==> config.mk <==
export PLATFORM = sky130hd
export DESIGN_NAME = vc_read_cache_flat
export DESIGN_NICKNAME = d
export VERILOG_FILES = /design/src/rtl/vc_read_cache_if.sv /design/src/rtl/vc_read_cache.sv /design/src/flat_wrapper.sv
export SDC_FILE = /design/constraint.sdc
export NUM_CORES = 1
export LEC_CHECK = 0
export BUFFER_PORTS_ARGS = -buffer_cell sky130_fd_sc_hd__buf_4
export CORE_ASPECT_RATIO = 0.75
export CORE_UTILIZATION = 45
export CTS_BUF_LIST = sky130_fd_sc_hd__clkbuf_4 sky130_fd_sc_hd__clkbuf_8
export CTS_CLUSTER_DIAMETER = 30
export CTS_CLUSTER_SIZE = 20
export DETAILED_ROUTE_END_ITERATION = 12
export GPL_ROUTABILITY_DRIVEN = 0
export HOLD_SLACK_MARGIN = 0.15
export PLACE_DENSITY_LB_ADDON = 0.2
export SYNTH_ARGS = -nofsm -noshare
export SYNTH_HDL_FRONTEND = slang
export SYNTH_SLANG_ARGS = --single-unit
==> constraint.sdc <==
create_clock -name clk -period 3.4 [get_ports clk]
set_input_delay 0.51 -clock clk [delete_from_list [all_inputs] [get_ports clk]]
set_output_delay 0.51 -clock clk [all_outputs]
set_load 0.005 [all_outputs]
==> src/rtl/vc_read_cache_if.sv <==
// rtl/vc_read_cache_if.sv - split read/write memory handshake bundle shared by the cpu and bus sides of vc_read_cache
//
// Purpose: groups the raddr/rreq/rdata/rdone and waddr/wmask/wdata/wdone
// handshakes. The requester uses the master modport and the responder uses
// the slave modport.
// Signals:
//   raddr [PA-1:1]  read word address        (master -> slave)
//   rreq  [1:0]     read byte request        (master -> slave)
//   rdata [15:0]    read data                (slave -> master)
//   rdone           read-complete pulse      (slave -> master)
//   waddr [PA-1:1]  write word address       (master -> slave)
//   wmask [1:0]     write byte mask          (master -> slave)
//   wdata [15:0]    write data               (master -> slave)
//   wdone           write-complete pulse     (slave -> master)
interface vc_read_cache_if #(
    parameter int PA = 22
);
    logic [PA-1:1] raddr;
    logic [1:0]    rreq;
    logic [15:0]   rdata;
    logic          rdone;
    logic [PA-1:1] waddr;
    logic [1:0]    wmask;
    logic [15:0]   wdata;
    logic          wdone;

    modport master (
        output raddr, rreq, waddr, wmask, wdata,
        input  rdata, rdone, wdone
    );

    modport slave (
        input  raddr, rreq, waddr, wmask, wdata,
        output rdata, rdone, wdone
    );
endinterface

==> src/rtl/vc_read_cache.sv <==
// rtl/vc_read_cache.sv - direct-mapped write-through read cache for 16-bit words
//
// Purpose: one-word lines held in flops. Read hits complete in one cycle.
// Read misses fill the line from the bus side. Writes always pass through to
// the bus and update the cached copy only when the tag matches, so there is
// no write-allocate.
// Ports:
//   clk       clock
//   reset_in  synchronous active-high reset; also aborts an open bus transaction
//   c         cpu side (slave modport of vc_read_cache_if)
//   m         bus-sequencer side (master modport of vc_read_cache_if)
//   hit_cnt   saturating read-hit count   (only with VC_CACHE_STATS_EN)
//   miss_cnt  saturating read-miss count  (only with VC_CACHE_STATS_EN)
// Optional feature macro: VC_CACHE_STATS_EN
module vc_read_cache #(
    parameter int PA     = 22,
    parameter int NLINES = 8
) (
    input  logic                    clk,
    input  logic                    reset_in,
    vc_read_cache_if.slave          c,
    vc_read_cache_if.master         m
`ifdef VC_CACHE_STATS_EN
    ,
    output logic [15:0]             hit_cnt,
    output logic [15:0]             miss_cnt
`endif
);
    localparam int L  = $clog2(NLINES);
    localparam int TW = PA - 1 - L;

    typedef enum logic [2:0] {IDLE, RDHIT, FILL, WRITE, DONE} state_t;

    state_t             state_q;
    logic [NLINES-1:0]  valid_q;
    logic [TW-1:0]      tag_q  [NLINES];
    logic [15:0]        data_q [NLINES];

    logic [15:0]        c_rdata_q;
    logic               c_rdone_q;
    logic               c_wdone_q;
    logic [PA-1:1]      m_raddr_q;
    logic [1:0]         m_rreq_q;
    logic [PA-1:1]      m_waddr_q;
    logic [1:0]         m_wmask_q;
    logic [15:0]        m_wdata_q;

    logic [L-1:0]       rd_idx, fill_idx, wr_idx;
    logic [TW-1:0]      rd_tag, fill_tag, wr_tag;
    logic               rd_hit, wr_hit;
    logic [15:0]        wr_merged_d;

    // Fill and write-update use the registered bus-side address, which stays
    // stable for the whole transaction.
    assign rd_idx   = c.raddr[L:1];
    assign rd_tag   = c.raddr[PA-1:L+1];
    assign fill_idx = m_raddr_q[L:1];
    assign fill_tag = m_raddr_q[PA-1:L+1];
    assign wr_idx   = m_waddr_q[L:1];
    assign wr_tag   = m_waddr_q[PA-1:L+1];

    assign rd_hit = valid_q[rd_idx] && (tag_q[rd_idx] == rd_tag);
    assign wr_hit = valid_q[wr_idx] && (tag_q[wr_idx] == wr_tag);

    assign wr_merged_d = {m_wmask_q[1] ? m_wdata_q[15:8] : data_q[wr_idx][15:8],
                          m_wmask_q[0] ? m_wdata_q[7:0]  : data_q[wr_idx][7:0]};

    always_ff @(posedge clk) begin
        if (reset_in) begin
            state_q   <= IDLE;
            valid_q   <= '0;
            c_rdata_q <= '0;
            c_rdone_q <= 1'b0;
            c_wdone_q <= 1'b0;
            m_raddr_q <= '0;
            m_rreq_q  <= 2'b00;
            m_waddr_q <= '0;
            m_wmask_q <= 2'b00;
            m_wdata_q <= '0;
        end else begin
            case (state_q)
                IDLE: begin
                    // Writes win over a simultaneous read; the read stays
                    // pending and is sampled again after the write retires.
                    if (|c.wmask) begin
                        m_waddr_q <= c.waddr;
                        m_wmask_q <= c.wmask;
                        m_wdata_q <= c.wdata;
                        state_q   <= WRITE;
                    end else if (|c.rreq) begin
                        if (rd_hit) begin
                            c_rdata_q <= data_q[rd_idx];
                            c_rdone_q <= 1'b1;
                            state_q   <= RDHIT;
                        end else begin
                            m_raddr_q <= c.raddr;
                            m_rreq_q  <= 2'b11;
                            state_q   <= FILL;
                        end
                    end
                end
                RDHIT: begin
                    c_rdone_q <= 1'b0;
                    state_q   <= IDLE;
                end
                FILL: begin
                    if (m.rdone) begin
                        m_rreq_q          <= 2'b00;
                        valid_q[fill_idx] <= 1'b1;
                        c_rdata_q         <= m.rdata;
                        c_rdone_q         <= 1'b1;
                        state_q           <= DONE;
                    end
                end
                WRITE: begin
                    if (m.wdone) begin
                        m_wmask_q <= 2'b00;
                        c_wdone_q <= 1'b1;
                        state_q   <= DONE;
                    end
                end
                DONE: begin
                    // Turnaround cycle: the requester drops its request here.
                    c_rdone_q <= 1'b0;
                    c_wdone_q <= 1'b0;
                    state_q   <= IDLE;
                end
                default: state_q <= IDLE;
            endcase
        end
    end

    // Line payload has no reset; validity alone decides whether it is used.
    always_ff @(posedge clk) begin
        if (!reset_in) begin
            if (state_q == FILL && m.rdone) begin
                tag_q[fill_idx]  <= fill_tag;
                data_q[fill_idx] <= m.rdata;
            end else if (state_q == WRITE && m.wdone && wr_hit) begin
                data_q[wr_idx] <= wr_merged_d;
            end
        end
    end

`ifdef VC_CACHE_STATS_EN
    logic [15:0] hit_cnt_q, miss_cnt_q;
    logic        rd_accept;

    assign rd_accept = (state_q == IDLE) && !(|c.wmask) && (|c.rreq);

    always_ff @(posedge clk) begin
        if (reset_in) begin
            hit_cnt_q  <= '0;
            miss_cnt_q <= '0;
        end else if (rd_accept) begin
            if (rd_hit) begin
                if (hit_cnt_q != 16'hFFFF) hit_cnt_q <= hit_cnt_q + 16'd1;
            end else begin
                if (miss_cnt_q != 16'hFFFF) miss_cnt_q <= miss_cnt_q + 16'd1;
            end
        end
    end

    assign hit_cnt  = hit_cnt_q;
    assign miss_cnt = miss_cnt_q;
`endif

    assign c.rdata = c_rdata_q;
    assign c.rdone = c_rdone_q;
    assign c.wdone = c_wdone_q;
    assign m.raddr = m_raddr_q;
    assign m.rreq  = m_rreq_q;
    assign m.waddr = m_waddr_q;
    assign m.wmask = m_wmask_q;
    assign m.wdata = m_wdata_q;
endmodule
==> src/flat_wrapper.sv <==
// flat-port wrapper written by rule: the top's interface ports become plain ports
module vc_read_cache_flat 
#(
    parameter int PA     = 22,
    parameter int NLINES = 8
)
  (clk, reset_in, c_raddr, c_rreq, c_waddr, c_wmask, c_wdata, c_rdata, c_rdone, c_wdone, m_raddr, m_rreq, m_waddr, m_wmask, m_wdata, m_rdata, m_rdone, m_wdone);
  vc_read_cache_if #(.PA(PA)) c_i ();
  vc_read_cache_if #(.PA(PA)) m_i ();
  input  logic clk;
  input  logic reset_in;
  input wire logic [$bits(c_i.raddr)-1:0] c_raddr;
  input wire logic [$bits(c_i.rreq)-1:0] c_rreq;
  input wire logic [$bits(c_i.waddr)-1:0] c_waddr;
  input wire logic [$bits(c_i.wmask)-1:0] c_wmask;
  input wire logic [$bits(c_i.wdata)-1:0] c_wdata;
  output wire logic [$bits(c_i.rdata)-1:0] c_rdata;
  output wire logic [$bits(c_i.rdone)-1:0] c_rdone;
  output wire logic [$bits(c_i.wdone)-1:0] c_wdone;
  output wire logic [$bits(m_i.raddr)-1:0] m_raddr;
  output wire logic [$bits(m_i.rreq)-1:0] m_rreq;
  output wire logic [$bits(m_i.waddr)-1:0] m_waddr;
  output wire logic [$bits(m_i.wmask)-1:0] m_wmask;
  output wire logic [$bits(m_i.wdata)-1:0] m_wdata;
  input wire logic [$bits(m_i.rdata)-1:0] m_rdata;
  input wire logic [$bits(m_i.rdone)-1:0] m_rdone;
  input wire logic [$bits(m_i.wdone)-1:0] m_wdone;
  assign c_i.raddr = c_raddr;
  assign c_i.rreq = c_rreq;
  assign c_i.waddr = c_waddr;
  assign c_i.wmask = c_wmask;
  assign c_i.wdata = c_wdata;
  assign c_rdata = c_i.rdata;
  assign c_rdone = c_i.rdone;
  assign c_wdone = c_i.wdone;
  assign m_raddr = m_i.raddr;
  assign m_rreq = m_i.rreq;
  assign m_waddr = m_i.waddr;
  assign m_wmask = m_i.wmask;
  assign m_wdata = m_i.wdata;
  assign m_i.rdata = m_rdata;
  assign m_i.rdone = m_rdone;
  assign m_i.wdone = m_wdone;
  vc_read_cache #(.PA(PA), .NLINES(NLINES)) u_core (.clk(clk), .reset_in(reset_in), .c(c_i), .m(m_i));
endmodule
==> flow_summary.ini, run 1 <==
[sta]
hold_ws_ps = 193.8
fin_skew_ps = 37.40
final-max-slew-violation-count = 0
fin_crit_ps = 3362
fin_setup_tns_ps = 0
post-route-worst-setup-slack_ps = 37.52
worstMarginPinSlew_ps = 889.9
hold_viol_final = 0
finalCritPeriodShare = 0.9890
finalSetupViolCount = 0
fmax_ghz = 0.2974
rsz0062_at_grt = true
maxSlewHeadroom = 0.4045

[placement]
dp_slack_ps = -95.41
dp_hpwl_mm = 28.38
port_buffers = 161
dp.cells = 1699

[drt]
num_vias = 10360
drtIter0Drc = 828
avgRoutedWirePerCell_microns = 22.54
routed_wl_mm = 42.15
first_pass_iters = 7
vias_per_cell = 5.542
drc = 0
ant_nets = 0

[cells_and_area]
areaGrowthSynthToFinish_pct = 28.92
nNetsFinal = 1442
final_common_cell = edfxtp_1
layoutNonFillerInstCount = 1870
diodes = 0
drive_gt1_frac = 0.3730
final_cell_mix = edfxtp_1, buf_4, nand2_1, mux4_2, dfxtp_1

[synth]
yosys.area.top_type = edfxtp_1
synth_seq_cells = 365
synth_edf_count = 272
ys_warn_count = 0
synth_cell_types = 51
synthTopCellsByArea = edfxtp_1, mux4_2, dfxtp_1
synth_top_family_by_area = multiplexers
synth-main-ff-cell = edfxtp_1
synth_fa_ha_area_frac = 0
synth_top_area_frac = 0.5155
synth.area.mux_share = 0.2079
synth-xor-area-share = 0.01714
yosysSeqAreaShare = 0.6330
synth_cells = 1066
async_reset_ff_frac = 0
synth_area_per_cell_sq_um = 14.86
synth_compound_area_frac = 0.04841
synth.cell_area_sq_um = 15840
synth-simple-area-share = 0.07178
syn-num-nets = 1148

[critical_path]
crit_top_cell = buf_6
startpoint_type = register
path_cells = buf_12 -> mux4_2 -> mux2i_1 -> xor2_1 -> nand4_1 -> nor4_4 -> o2111ai_2 -> buf_6 -> mux2_4 -> nor2_1 -> buf_6
endpoint_kind = register
path_class = register to register
crit_required_ps = 3710
crit_family = multiplexers
cp_slowest_cell = mux4_2
cp_max_fo = 8
path_buf_inv = 3
crit_arrival_ps = 3670
cpPeakStageDelay_ps = 500

[floorplan]
coreArea_sq_um = 34700
floorplan.initialDensity = 0.4567
design.die.area_sq_um = 35970
io_pins = 162
die_w_microns = 218.7
rows = 59
die_height_microns = 164.5

[outcome]
status = finished, final reports clean

[clock_tree]
cts.sinks = 365
insertion_delay_ps = 620
cts_root_buffer = clkbuf_8
cts_tree = done
clk_pin_slew_ps = 80
cts_buffer_depth = 3
h-tree-depth = 3
numCtsBuffers = 69

[power]
p_sw_uw = 4224
pwr-share-seq = 0.400
p_total_uw = 13970
combPwrFrac = 0.247
swShare = 0.3024
p_int_uw = 9744
vdd_drop_max_mv = 0.4301
cellLeakagePower_uw = 0.007464
pwr-share-clk = 0.353
power_density_nw_per_um2 = 683.8

[global_routing]
grt_use_total = 0.2367
overflow = 0
grt_pass1_wl_mm = 62.08
antenna_found_initial = 1
first_global_vias = 10240
grt_max_degree = 46

[hold_path]
hp-class = input port to register

[flow_run]
drv_cap = 0
-- layout make-up --
class                   instances  area, sq um
clock buffers                  80         1064
clock inverters                44        539.3
fillers                      2724        14270
inverters                       4        15.01
multi-input cells             630         5647
flip-flops and latches        365        10040
well taps                     457        571.8
repair buffers                290         2554
-- what timing repair did --
item | 4_1_cts | 5_1_grt
buffers inserted | 1 | 1
cloned | 0 | 1
hold buffers | 44 | 0
hold endpoints to repair | 44 | 0
pin swaps | 1 | 6
resized for setup | 0 | 41
endpoints found under the setup margin | 96 | 256
-- logic make-up after synthesis --
family,after synthesis
xor+xnor,31
buf+inv,71
flops,365
compound gates,127
simple gates,260
mux,212
-- power by group through the flow --
stage	sequential [uW]	clock, uW	combinational, uW
floorplan	5550	0	1820
global placement	5660	0	3230
detailed placement	5670	0	3260
CTS	5580	5020	3310
global route	5640	5210	3720
finish	5590	4930	3450
-- cell usage after synthesis, types with 2 or more instances --
library cell    n
and3_1          4
nor4_1          3
nand2_1       161
dfxtp_1        93
or3_1           4
xor2_1         26
mux2i_1        94
buf_4           5
inv_1           4
buf_1           6
mux2_4          3
o31a_1          4
mux2_2         25
nor2b_1         8
a21oi_1        47
mux4_2         90
o2111ai_1       2
o21ai_0        26
nand3_1         7
nor2_1         32
nand4_1        19
buf_6           5
o21ai_1        11
clkbuf_1       34
a21o_1          9
o22ai_1         3
o221ai_1        2
nand2b_1        7
a221oi_1        3
xnor2_1         5
nor3_1          9
a22oi_1         8
edfxtp_1      272
buf_2          17
a22o_1          2
-- tightest hold or removal path: cells and delay by family --
family,cells,cell delay (ps)
buffers and inverters,1,130
multiplexers,1,60
AND/OR/NAND/NOR,1,50
-- stage by stage --
stage / cell area (sq um) / util
6_report: 20430 / 0.5887
4_1_cts: 20210 / 0.5825
3_3_place_gp: 18160 / 0.5234
5_1_grt: 20430 / 0.5887
3_5_place_dp: 18160 / 0.5234
2_1_floorplan: 15840 / -
-- routing by layer --
metal | share of wire | wire length (microns) | vias to the layer above | global-route usage
met5 | 0 | 0 | - | 0
met4 | 0.019 | 809 | 0 | 0.07197
met3 | 0.064 | 2697 | 75 | 0.04917
met2 | 0.46 | 19480 | 362 | 0.3576
met1 | 0.45 | 19160 | 5203 | 0.3450
li1 | - | - | 4723 | -
-- registers in the layout, indices dropped and copies added, names as in the netlist, named ones only --
signal and cells:
u_core.m.wdata 16, u_core.data_q 128, u_core.c.wdone 1, u_core.m.waddr 21, u_core.tag_q 144, u_core.c.rdata 16
u_core.c.rdone 1, u_core.valid_q 8, u_core.state_q 3, u_core.m.rreq 1, u_core.m.raddr 21, u_core.m.wmask 2
-- final timing paths --
kind	start	end	slack [ps]	cells past startpoint
max	register	u_core.data_q[6][10]$_DFFE_PP_	40	11
min	c_raddr[10]	u_core.m.raddr[11]$_SDFFE_PP0P_	190	3
max reg2reg	register	u_core.data_q[6][10]$_DFFE_PP_	40	11
min reg2reg	u_core.c.rdata[13]$_SDFFE_PP0P_	u_core.c.rdata[13]$_SDFFE_PP0P_	460	2
No activity file was read; power rests on OpenSTA's default activity.
==> run 2: changes to the inputs <==
--- a/config.mk
+++ b/config.mk
@@ -15,6 +15,7 @@
 export GPL_ROUTABILITY_DRIVEN = 0
 export HOLD_SLACK_MARGIN = 0.15
 export PLACE_DENSITY_LB_ADDON = 0.2
+export SETUP_SLACK_MARGIN = 0.5
 export SYNTH_ARGS = -nofsm -noshare
 export SYNTH_HDL_FRONTEND = slang
 export SYNTH_SLANG_ARGS = --single-unit
==> run 2 against run 1 <==
Effect of this change:
- fmax fell by 0.39%
- core utilization is 1.1 points higher
- clock skew decreased by 14 ps
- final cell count increased by 1.0%
- total power increased by 4.1%
==> flow_summary.ini, run 2 (synthesized netlist as in run 1, its figures left out) <==
[outcome]
status = finished, final reports clean

[clock_tree]
h-tree-depth = 3
cts.sinks = 365
numCtsBuffers = 75
insertion_delay_ps = 610
cts_buffer_depth = 3
clk_pin_slew_ps = 60
cts_tree = done
cts_root_buffer = clkbuf_8

[power]
p_total_uw = 14550
pwr-share-clk = 0.372
vdd_drop_max_mv = 0.3269
cellLeakagePower_uw = 0.007630
pwr-share-seq = 0.384
swShare = 0.3051
combPwrFrac = 0.244
power_density_nw_per_um2 = 699.0
p_sw_uw = 4438
p_int_uw = 10110

[sta]
maxSlewHeadroom = 0.2434
post-route-worst-setup-slack_ps = 24.34
hold_viol_final = 0
worstMarginPinSlew_ps = 1131
fin_skew_ps = 23.06
hold_ws_ps = 177.8
fmax_ghz = 0.2962
finalSetupViolCount = 0
fin_crit_ps = 3376
final-max-slew-violation-count = 0
finalCritPeriodShare = 0.9928
rsz0062_at_grt = true

[global_routing]
antenna_found_initial = 1
grt_pass1_wl_mm = 64.60
overflow = 0
grt_max_degree = 47
first_global_vias = 10600
grt_use_total = 0.2451

[floorplan]
design.die.area_sq_um = 35970
coreArea_sq_um = 34700
die_height_microns = 164.5
io_pins = 162
rows = 59
die_w_microns = 218.7
floorplan.initialDensity = 0.4567

[cells_and_area]
largest_register_ffs = 144
reg_top3 = u_core.tag_q: 144 flops, u_core.data_q: 128 flops
nNetsFinal = 1452
final_common_cell = edfxtp_1
top_register = u_core.tag_q
areaGrowthSynthToFinish_pct = 31.34
diodes = 0
drive_gt1_frac = 0.3911
final_cell_mix = edfxtp_1, buf_4, nand2_1

[drt]
vias_per_cell = 5.591
wl_met2_mm = 20.11
wl_met1_mm = 19.50
ant_nets = 0
wl_met3_mm = 2.917
drc = 0
num_vias = 10560
first_pass_iters = 5
routed_wl_mm = 43.45
avgRoutedWirePerCell_microns = 23.00
maxUsedRoutingLayer = met4
drtIter0Drc = 875

[critical_path]
cp_max_fo = 9
reg2reg_slack_ps = 20
cpPeakStageDelay_ps = 490
path_class = register to register
crit_arrival_ps = 3690
reg2reg_depth = 12
rr_endpoint = u_core.data_q[1][0]$_DFFE_PP_
cp-endpoint = u_core.data_q[1][0]$_DFFE_PP_
crit_top_cell = buf_12
crit_family = multiplexers
endpoint_kind = register
startpoint_type = register
path_buf_inv = 4
path_cells = buf_12 -> mux4_2 -> mux2i_1 -> xor2_1 -> nand3_1 -> buf_6 -> nor4_2 -> o2111ai_2 -> buf_4 -> mux2_4 -> nor2_4 -> buf_12
cp_slowest_cell = mux4_2
crit_required_ps = 3710
worstSetupPathDepth = 12

[placement]
dp_slack_ps = 4.455
dp_hpwl_mm = 29.27
port_buffers = 161

[hold_path]
hp-class = input port to register

[flow_run]
drv_cap = 0
run 2: stage by stage:
stage	area (sq um)	cells	setup TNS, ps	utilization
final	20810	1889	0	0.5997
after global routing	20810	1889	-4246	0.5997
after global placement	18310	1700	0	0.5277
after floorplan	15950	1066	0	-
after CTS	20690	1889	-251.2	0.5964
after detailed placement	18310	1700	0	0.5277
run 2: power groups by stage:
stage	sequential (uW)	combinational, uW	clock [uW]
finish	5590	3550	5410
CTS	5600	3480	5470
global placement	5670	3360	0
detailed placement	5680	3400	0
global route	5640	3800	5690
floorplan	5550	1850	0
run 2: final cells by class:
type	count	area [sq um]
repair buffers	294	2663
well taps	457	571.8
inverters	4	15.01
flip-flops and latches	365	10040
clock inverters	50	608.1
fillers	2695	13890
multi-input cells	630	5734
clock buffers	89	1181
run 2: worst min path at each step:
| stage | startpoint | depth (start not counted) | slack, ps | to |
|---|---|---|---|---|
| 4_1_cts | c_raddr[9] | 3 | 150 | u_core.m.raddr[10]$_SDFFE_PP0P_ |
| 3_5_place_dp | u_core.c.rdata[7]$_SDFFE_PP0P_ | 2 | 440 | u_core.c.rdata[7]$_SDFFE_PP0P_ |
| 6_report | c_raddr[9] | 3 | 180 | u_core.m.raddr[10]$_SDFFE_PP0P_ |
| 5_1_grt | c_raddr[16] | 3 | 150 | u_core.m.raddr[17]$_SDFFE_PP0P_ |
| 2_1_floorplan | u_core.valid_q[2]$_SDFFE_PP0P_ | 1 | 440 | u_core.valid_q[2]$_SDFFE_PP0P_ |
| 3_3_place_gp | u_core.c.rdata[8]$_SDFFE_PP0P_ | 2 | 440 | u_core.c.rdata[8]$_SDFFE_PP0P_ |
run 2: worst reg2reg max path: cells and delay by family (launching register included):
kind / cells / cell delay, ps
mux: 3 / 1060
buf+inv: 4 / 660
simple gates: 3 / 480
flops: 1 / 370
xor+xnor: 1 / 310
compound gates: 1 / 220
run 2: layer usage:
metal | up-vias | GRT usage
met5 | - | 0
met4 | 0 | 0.07292
met3 | 70 | 0.04751
met2 | 401 | 0.3762
met1 | 5344 | 0.3548
li1 | 4746 | -
run 2: repair_timing:
item                                    4_1_cts  5_1_grt
gates resized for setup                       6       28
endpoints found under the setup margin      256      328
hold buffers                                 40        0
hold endpoints to repair                     40        0
pin swaps                                    17       15
buffers inserted                             10        0
gates cloned                                  0        0
